### src/rtl/spi_cmd_sniffer.sv
`default_nettype none
// ============================================================================
// Module   : spi_cmd_sniffer
// Purpose  : Passive SPI bus sniffer. Watches CSN/SCK/MOSI/MISO and, for
//            frames whose command field matches cmd (under cmd_mask), queues
//            the payload seen on both MOSI and MISO in a small FIFO.
//            Supports all four SPI modes, single-shot or continuous re-arm.
// Ports    : clk, rst (async, active-high)
//            start/continuous/cpol/cpha - arm control, latched on start
//            CSN/SCK/MOSI/MISO          - monitored bus (asynchronous)
//            cmd/cmd_mask               - command match value / care mask
//            armed                      - sniffer waiting for or in a frame
//            data_valid/data_ready      - FIFO head handshake (FWFT)
//            mosi_data/miso_data        - FIFO head payload
//            overflow                   - sticky, matched frame dropped
//            len_err_cnt                - saturating bad-length frame count
// Revision : 1.0 - initial release
// ============================================================================
module spi_cmd_sniffer #(
    parameter int CMD_W      = 8,
    parameter int DATA_W     = 8,
    parameter int FIFO_DEPTH = 4
) (
    input  logic              clk,
    input  logic              rst,
    input  logic              start,
    input  logic              continuous,
    input  logic              cpol,
    input  logic              cpha,
    input  logic              CSN,
    input  logic              SCK,
    input  logic              MOSI,
    input  logic              MISO,
    input  logic [CMD_W-1:0]  cmd,
    input  logic [CMD_W-1:0]  cmd_mask,
    output logic              armed,
    output logic              data_valid,
    input  logic              data_ready,
    output logic [DATA_W-1:0] mosi_data,
    output logic [DATA_W-1:0] miso_data,
    output logic              overflow,
    output logic [7:0]        len_err_cnt
);

    localparam int c_TOT   = CMD_W + DATA_W;
    localparam int c_CNT_W = $clog2(c_TOT + 2);
    localparam int c_PTR_W = $clog2(FIFO_DEPTH);
    localparam int c_ENT_W = 2 * DATA_W;

    localparam logic [c_CNT_W-1:0] c_CNT_FULL = c_CNT_W'(c_TOT);
    localparam logic [c_CNT_W-1:0] c_CNT_MAX  = c_CNT_W'(c_TOT + 1);

    localparam logic [1:0] c_IDLE    = 2'd0;
    localparam logic [1:0] c_WAIT_CS = 2'd1;
    localparam logic [1:0] c_SHIFT   = 2'd2;

    // ------------------------------------------------------------------
    // Bus synchronizers; CSN idles high so its chain resets to ones.
    // ------------------------------------------------------------------
    logic r_csn_s1, r_csn_s2, r_csn_d;
    logic r_sck_s1, r_sck_s2, r_sck_d;
    logic r_mosi_s1, r_mosi_s2;
    logic r_miso_s1, r_miso_s2;

    always_ff @(posedge clk or posedge rst) begin
        if (rst) begin
            r_csn_s1  <= 1'b1;
            r_csn_s2  <= 1'b1;
            r_csn_d   <= 1'b1;
            r_sck_s1  <= 1'b0;
            r_sck_s2  <= 1'b0;
            r_sck_d   <= 1'b0;
            r_mosi_s1 <= 1'b0;
            r_mosi_s2 <= 1'b0;
            r_miso_s1 <= 1'b0;
            r_miso_s2 <= 1'b0;
        end else begin
            r_csn_s1  <= CSN;
            r_csn_s2  <= r_csn_s1;
            r_csn_d   <= r_csn_s2;
            r_sck_s1  <= SCK;
            r_sck_s2  <= r_sck_s1;
            r_sck_d   <= r_sck_s2;
            r_mosi_s1 <= MOSI;
            r_mosi_s2 <= r_mosi_s1;
            r_miso_s1 <= MISO;
            r_miso_s2 <= r_miso_s1;
        end
    end

    logic w_csn_fall, w_csn_rise, w_sck_rise, w_sck_fall;
    assign w_csn_fall = r_csn_d & ~r_csn_s2;
    assign w_csn_rise = ~r_csn_d & r_csn_s2;
    assign w_sck_rise = ~r_sck_d & r_sck_s2;
    assign w_sck_fall = r_sck_d & ~r_sck_s2;

    // ------------------------------------------------------------------
    // Control and capture state
    // ------------------------------------------------------------------
    logic [1:0]         r_state, w_state_next;
    logic               r_cont;
    logic               r_samp_fall;   // cpol^cpha: sample on falling SCK
    logic [c_CNT_W-1:0] r_bitcnt;
    logic [c_TOT-1:0]   r_mosi_sr;
    // Only the payload bits of MISO are ever reported, so only those are kept.
    logic [DATA_W-1:0]  r_miso_sr;
    logic               r_push;
    logic [c_ENT_W-1:0] r_push_data;
    logic               r_overflow;
    logic [7:0]         r_len_err;

    logic               w_sample;
    logic [c_CNT_W-1:0] w_cnt_next;
    logic [c_TOT-1:0]   w_mosi_next;
    logic [DATA_W-1:0]  w_miso_shift, w_miso_next;
    logic               w_end, w_len_ok, w_cmd_ok, w_match;
    logic               w_full, w_empty, w_pop, w_wr;

    assign w_sample = (r_state == c_SHIFT) &&
                      (r_samp_fall ? w_sck_fall : w_sck_rise);

    generate
        if (DATA_W == 1) begin : g_miso_1
            assign w_miso_shift = r_miso_s2;
        end else begin : g_miso_n
            assign w_miso_shift = {r_miso_sr[DATA_W-2:0], r_miso_s2};
        end
    endgenerate

    // "Next" views include a bit sampled in the same cycle as CSN rising,
    // so that bit takes part in the match check.
    assign w_cnt_next  = (w_sample && (r_bitcnt != c_CNT_MAX)) ? r_bitcnt + 1'b1 : r_bitcnt;
    assign w_mosi_next = w_sample ? {r_mosi_sr[c_TOT-2:0], r_mosi_s2} : r_mosi_sr;
    assign w_miso_next = w_sample ? w_miso_shift : r_miso_sr;

    assign w_end    = (r_state == c_SHIFT) && w_csn_rise;
    assign w_len_ok = (w_cnt_next == c_CNT_FULL);
    assign w_cmd_ok = (((w_mosi_next[c_TOT-1 -: CMD_W] ^ cmd) & cmd_mask) == '0);
    assign w_match  = w_end && w_len_ok && w_cmd_ok;

    // State register
    always_ff @(posedge clk or posedge rst) begin
        if (rst) r_state <= c_IDLE;
        else     r_state <= w_state_next;
    end

    // Next-state logic
    always_comb begin
        w_state_next = r_state;
        case (r_state)
            c_IDLE:    if (start) w_state_next = c_WAIT_CS;
            c_WAIT_CS: if (w_csn_fall) w_state_next = c_SHIFT;
            c_SHIFT:   if (w_csn_rise) w_state_next = (w_match && !r_cont) ? c_IDLE : c_WAIT_CS;
            default:   w_state_next = c_IDLE;
        endcase
    end

    // Output logic
    always_comb begin
        armed = (r_state == c_WAIT_CS) || (r_state == c_SHIFT);
    end

    always_ff @(posedge clk or posedge rst) begin
        if (rst) begin
            r_cont      <= 1'b0;
            r_samp_fall <= 1'b0;
            r_bitcnt    <= '0;
            r_mosi_sr   <= '0;
            r_miso_sr   <= '0;
            r_push      <= 1'b0;
            r_push_data <= '0;
            r_overflow  <= 1'b0;
            r_len_err   <= '0;
        end else begin
            if ((r_state == c_IDLE) && start) begin
                r_cont      <= continuous;
                r_samp_fall <= cpol ^ cpha;
            end

            if ((r_state == c_WAIT_CS) && w_csn_fall) begin
                r_bitcnt  <= '0;
                r_mosi_sr <= '0;
                r_miso_sr <= '0;
            end else if (r_state == c_SHIFT) begin
                r_bitcnt  <= w_cnt_next;
                r_mosi_sr <= w_mosi_next;
                r_miso_sr <= w_miso_next;
            end

            // The push is staged one cycle after the CSN-rising check.
            r_push      <= w_match;
            r_push_data <= {w_mosi_next[DATA_W-1:0], w_miso_next};

            if (w_end && !w_len_ok && (r_len_err != 8'hFF))
                r_len_err <= r_len_err + 8'd1;

            if (r_push && w_full && !w_pop)
                r_overflow <= 1'b1;
            else if ((r_state == c_IDLE) && start)
                r_overflow <= 1'b0;
        end
    end

    // ------------------------------------------------------------------
    // Captured-frame FIFO, first-word fall-through
    // ------------------------------------------------------------------
    logic [c_PTR_W:0]   r_wr_ptr, r_rd_ptr;
    logic [c_ENT_W-1:0] r_mem [FIFO_DEPTH];
    logic [c_ENT_W-1:0] w_head;

    assign w_empty = (r_wr_ptr == r_rd_ptr);
    assign w_full  = (r_wr_ptr[c_PTR_W] != r_rd_ptr[c_PTR_W]) &&
                     (r_wr_ptr[c_PTR_W-1:0] == r_rd_ptr[c_PTR_W-1:0]);
    assign w_pop   = !w_empty && data_ready;
    // A pop in the same cycle frees the slot, so a full FIFO can still accept.
    assign w_wr    = r_push && (!w_full || w_pop);

    always_ff @(posedge clk or posedge rst) begin
        if (rst) begin
            r_wr_ptr <= '0;
            r_rd_ptr <= '0;
        end else begin
            if (w_wr)  r_wr_ptr <= r_wr_ptr + 1'b1;
            if (w_pop) r_rd_ptr <= r_rd_ptr + 1'b1;
        end
    end

    always_ff @(posedge clk) begin
        if (w_wr) r_mem[r_wr_ptr[c_PTR_W-1:0]] <= r_push_data;
    end

    assign w_head      = r_mem[r_rd_ptr[c_PTR_W-1:0]];
    assign data_valid  = !w_empty;
    assign mosi_data   = w_empty ? '0 : w_head[c_ENT_W-1:DATA_W];
    assign miso_data   = w_empty ? '0 : w_head[DATA_W-1:0];
    assign overflow    = r_overflow;
    assign len_err_cnt = r_len_err;

endmodule
`default_nettype wire

### config.mk
export PLATFORM = sky130hd
export DESIGN_NAME = spi_cmd_sniffer
export DESIGN_NICKNAME = d
export VERILOG_FILES = /design/src/rtl/spi_cmd_sniffer.sv
export SDC_FILE = /design/constraint.sdc
export NUM_CORES = 1
export LEC_CHECK = 0
export BUFFER_PORTS_ARGS = -buffer_cell sky130_fd_sc_hd__buf_2
export CORE_MARGIN = 3
export CORE_UTILIZATION = 56
export CTS_CLUSTER_DIAMETER = 80
export CTS_CLUSTER_SIZE = 25
export DETAILED_ROUTE_END_ITERATION = 16
export PLACE_DENSITY = 0.76
export SKIP_LAST_GASP = 1
export SYNTH_ARGS = -nofsm -noshare
export SYNTH_HDL_FRONTEND = slang
export SYNTH_SLANG_ARGS = --single-unit
export TNS_END_PERCENT = 30
### constraint.sdc
create_clock -name clk -period 2.7 [get_ports clk]
set_clock_uncertainty 0.15 [all_clocks]
set_input_delay 0.135 -clock clk [delete_from_list [all_inputs] [get_ports clk]]
set_output_delay 0.135 -clock clk [all_outputs]
set_load 0.01 [all_outputs]
==> flow_metrics.env <==
export IMPL_status="finished, final reports clean"
export IMPL_grt_pass1_vias=3821
export IMPL_postSynthCellCount=433
export IMPL_fp_dieH_um=108.2
export IMPL_ys_seq_area_share_pct=65.02
export IMPL_grt_start_max_net_pins=76
export IMPL_arrival_ns=2.78
export IMPL_h_tree_depth=4
export IMPL_first_pass_iters=5
export IMPL_track_usage_pct=21.48
export IMPL_fin_setup_tns_ns=0
export IMPL_core_area_mm2=0.009955
export IMPL_use_met1_pct=27.85
export IMPL_wl_per_cell_um=16.62
export IMPL_netlist_area_mm2=0.005848
export IMPL_busiest_layer="met2"
export IMPL_wl_mm=11.10
export IMPL_die_width_um=108.2
export IMPL_synthTopCellsByArea="edfxtp_1 33%, dfrtp_1 31%, mux4_2 6.2%"
export IMPL_maxCapViolCount=0
export IMPL_clock_path_buffers=2
export IMPL_routabilityCongestion=0.9115
export IMPL_synthMuxAreaShare_pct=7.574
export IMPL_placementRows=36
export IMPL_critPathRequiredTime_ns=2.95
export IMPL_p_leak_uw=0.003075
export IMPL_synthSimpleGateAreaFrac_pct=12.58
export IMPL_ys_warn_count=0
export IMPL_cts_root_buf="clkbuf_8"
export IMPL_rsz0062_at_grt="no"
export IMPL_path_cells="inv_1, ha_2, nand4bb_2, a21oi_4, mux2i_1, o21a_2, mux2_1"
export IMPL_numCtsBuffers=17
export IMPL_grt_antenna_before_repair=0
export IMPL_portBuffers=53
export IMPL_fmax_mhz=396.3
export IMPL_design_power_total_uw=6363
export IMPL_tightest_slew_ns=0.3953
export IMPL_nFillCells=641
export IMPL_r2r_slack_ns=0.18
export IMPL_grt_use_met3_pct=4.836
export IMPL_vias=3655
export IMPL_nets=561
export IMPL_hpwl_mm=6.943
export IMPL_hold_violations=0
export IMPL_p_per_area_mw_per_mm2=893.7
export IMPL_max_slew_margin_rel_pct=73.65
export IMPL_diodes=0
export IMPL_async_reset_ff_share_pct=53.96
export IMPL_synth_area_per_cell_um2=13.51
export IMPL_synth_compound_area_share_pct=6.333
export IMPL_dieArea_mm2=0.01171
export IMPL_clock_sinks=139
export IMPL_dr_first_iter_drc_count=179
export IMPL_drtAntennaViolNets=0
export IMPL_critPathLaunchType="flip-flop"
export IMPL_path_class="reg2reg"
export IMPL_synthesis_nets=472
export IMPL_yosys_area_top_type="edfxtp_1"
export IMPL_synth_cell_types=51
export IMPL_synthTopCellsByCount="73 x nand2_1, 72 x dfrtp_1, 64 x edfxtp_1"
export IMPL_max_stage_delay_ns=0.41
export IMPL_grt_ovfl_total=0
export IMPL_met2_usage_pct=35.26
export IMPL_period_minus_slack_ns=2.523
export IMPL_start_util_pct=58.75
export IMPL_vias_per_cell=5.472
export IMPL_syn_to_final_growth_pct=21.74
export IMPL_synthAdderAreaFrac_pct=2.567
export IMPL_maxSlewViolCount=0
export IMPL_clk_pin_slew_worst_paths_ns=0.07
export IMPL_irDropWorstVdd_uv=528.4
export IMPL_synth_most_common_cell="nand2_1"
export IMPL_clock_latency_ns=0.52
export IMPL_critPathSlowestCell="dfrtp_1"
export IMPL_grt_pass1_wl_mm=18.98
export IMPL_synth_edf_count=64
export IMPL_end_kind="flip-flop"
export IMPL_synth_top_family_by_area="simple AND/OR/NAND/NOR gates"
export IMPL_ios=54
export IMPL_synth_ff_type="dfrtp_1"
export IMPL_cp_max_fo=8
export IMPL_cts_tree="built"
export IMPL_drive_gt1_share_pct=25.42
export IMPL_setup_viol=0
export IMPL_yosys_area_share_xor_xnor_pct=3.744
export IMPL_min_path_type="in2reg"
export IMPL_final_period_utilization_pct=93.45
export IMPL_synth_top_area_share_pct=32.86
export IMPL_synth_seq_cells=139
export IMPL_drcViolationCount=0
-- routing by layer --
layer | share of wire, % | vias up
li1 | - | 1718
met1 | 43 | 1827
met2 | 51 | 95
met3 | 4.0 | 15
met4 | 1.7 | 0
met5 | 0 | -
-- state kept, by name (all words and copies together), names as in the netlist, 2 cells and up --
register     count
r_mosi_sr       16
r_push_data     16
r_rd_ptr         3
len_err_cnt      8
r_mem           64
r_wr_ptr         3
r_state          2
r_miso_sr        8
r_bitcnt         5
-- cell usage in the layout (no fill, tap or decap), types with 3 or more instances in the layout --
cell type and instances:
clkbuf_16 16, dlygate4sd3_1 20, a21oi_1 25, dfstp_2 3, edfxtp_1 64, inv_1 14
inv_8 4, nor2b_1 23, and3_1 4, buf_4 12, ha_1 11, nand2_1 73
xor2_1 8, dfrtp_1 72, buf_2 53, inv_6 6, nand4_1 3, a31oi_1 5
mux2_2 3, mux4_2 16, o211ai_1 3, nand2b_1 4, xnor2_1 17, a22o_1 3
nor3_1 6, o22ai_1 4, o21ai_0 6, nor2_1 18
-- layout make-up --
| cell class | count | area [um^2] | share of cell area (%) |
|---|---|---|---|
| Clock buffer | 17 | 414.1 | 5.817 |
| Clock inverter | 15 | 168.9 | 2.373 |
| Inverter | 15 | 56.30 | 0.7909 |
| Multi-Input combinational cell | 263 | 1936 | 27.19 |
| Sequential cell | 139 | 3802 | 53.41 |
| Tap cell | 133 | 166.4 | 2.337 |
| Timing Repair Buffer | 86 | 575.6 | 8.084 |
-- through the flow --
stage | hold slack [ns] | cells | setup WS (ns) | area, um^2 | utilization [%]
global placement | 0.09109 | 615 | 0.1545 | 6311 | 63.40
finish | 0.05070 | 668 | 0.1768 | 7119 | 71.52
CTS | 0.01369 | 667 | 0.04117 | 7094 | 71.27
detailed placement | 0.09419 | 615 | 0.1123 | 6311 | 63.40
floorplan | -0.01052 | 433 | 0.2963 | 5848 | -
global route | 0.09859 | 668 | 0.004334 | 7119 | 71.52
-- path summary, 6_finish.rpt --
kind | startpoint | endpoint | depth (start not counted)
setup reg to reg | r_state[0] | len_err_cnt[1] | 7
setup / recovery | r_state[0] | len_err_cnt[1] | 7
min in group asynchronous | rst | r_wr_ptr[2] | 4
max in group asynchronous | rst | r_csn_s2 | 4
hold reg to reg | r_miso_s1 | r_miso_s2 | 0
hold / removal | cmd_mask[6] | r_state[0] | 5
-- worst max-delay path, delay by kind of cell, from the launching register on --
family                     cells  cell delay (ns)
AOI/OAI and AO/OA              2             0.53
adders and majority gates      1             0.29
buffers and inverters          1             0.13
DFF                            1             0.41
muxes                          2             0.64
and+or+nand+nor                1             0.26
-- cells by family (layout without fill, tap and decap cells) --
| family | Yosys count | count (layout) |
|---|---|---|
| adder cells (fa/ha/maj) | 12 | 12 |
| flip-flops | 139 | 139 |
| XOR/XNOR | 25 | 25 |
| AO/OA/AOI/OAI | 56 | 56 |
| multiplexers | 23 | 23 |
| buffers and inverters | 31 | 133 |
| AND/OR/NAND/NOR | 147 | 147 |
-- repair_timing --
action                                 4_1_cts  5_1_grt
hold buffers                                20        0
resized for setup                            0        4
setup buffers                                0        1
setup endpoints to repair                    0        9
endpoints found under the hold margin       88        0
-- power by group --
part / leakage [uW] / internal, uW / switching, uW
combinational: 0.00121 / 744 / 797
sequential: 0.00158 / 2410 / 162
clock: 0.000285 / 1270 / 981
(Power assumes the default switching activity.)
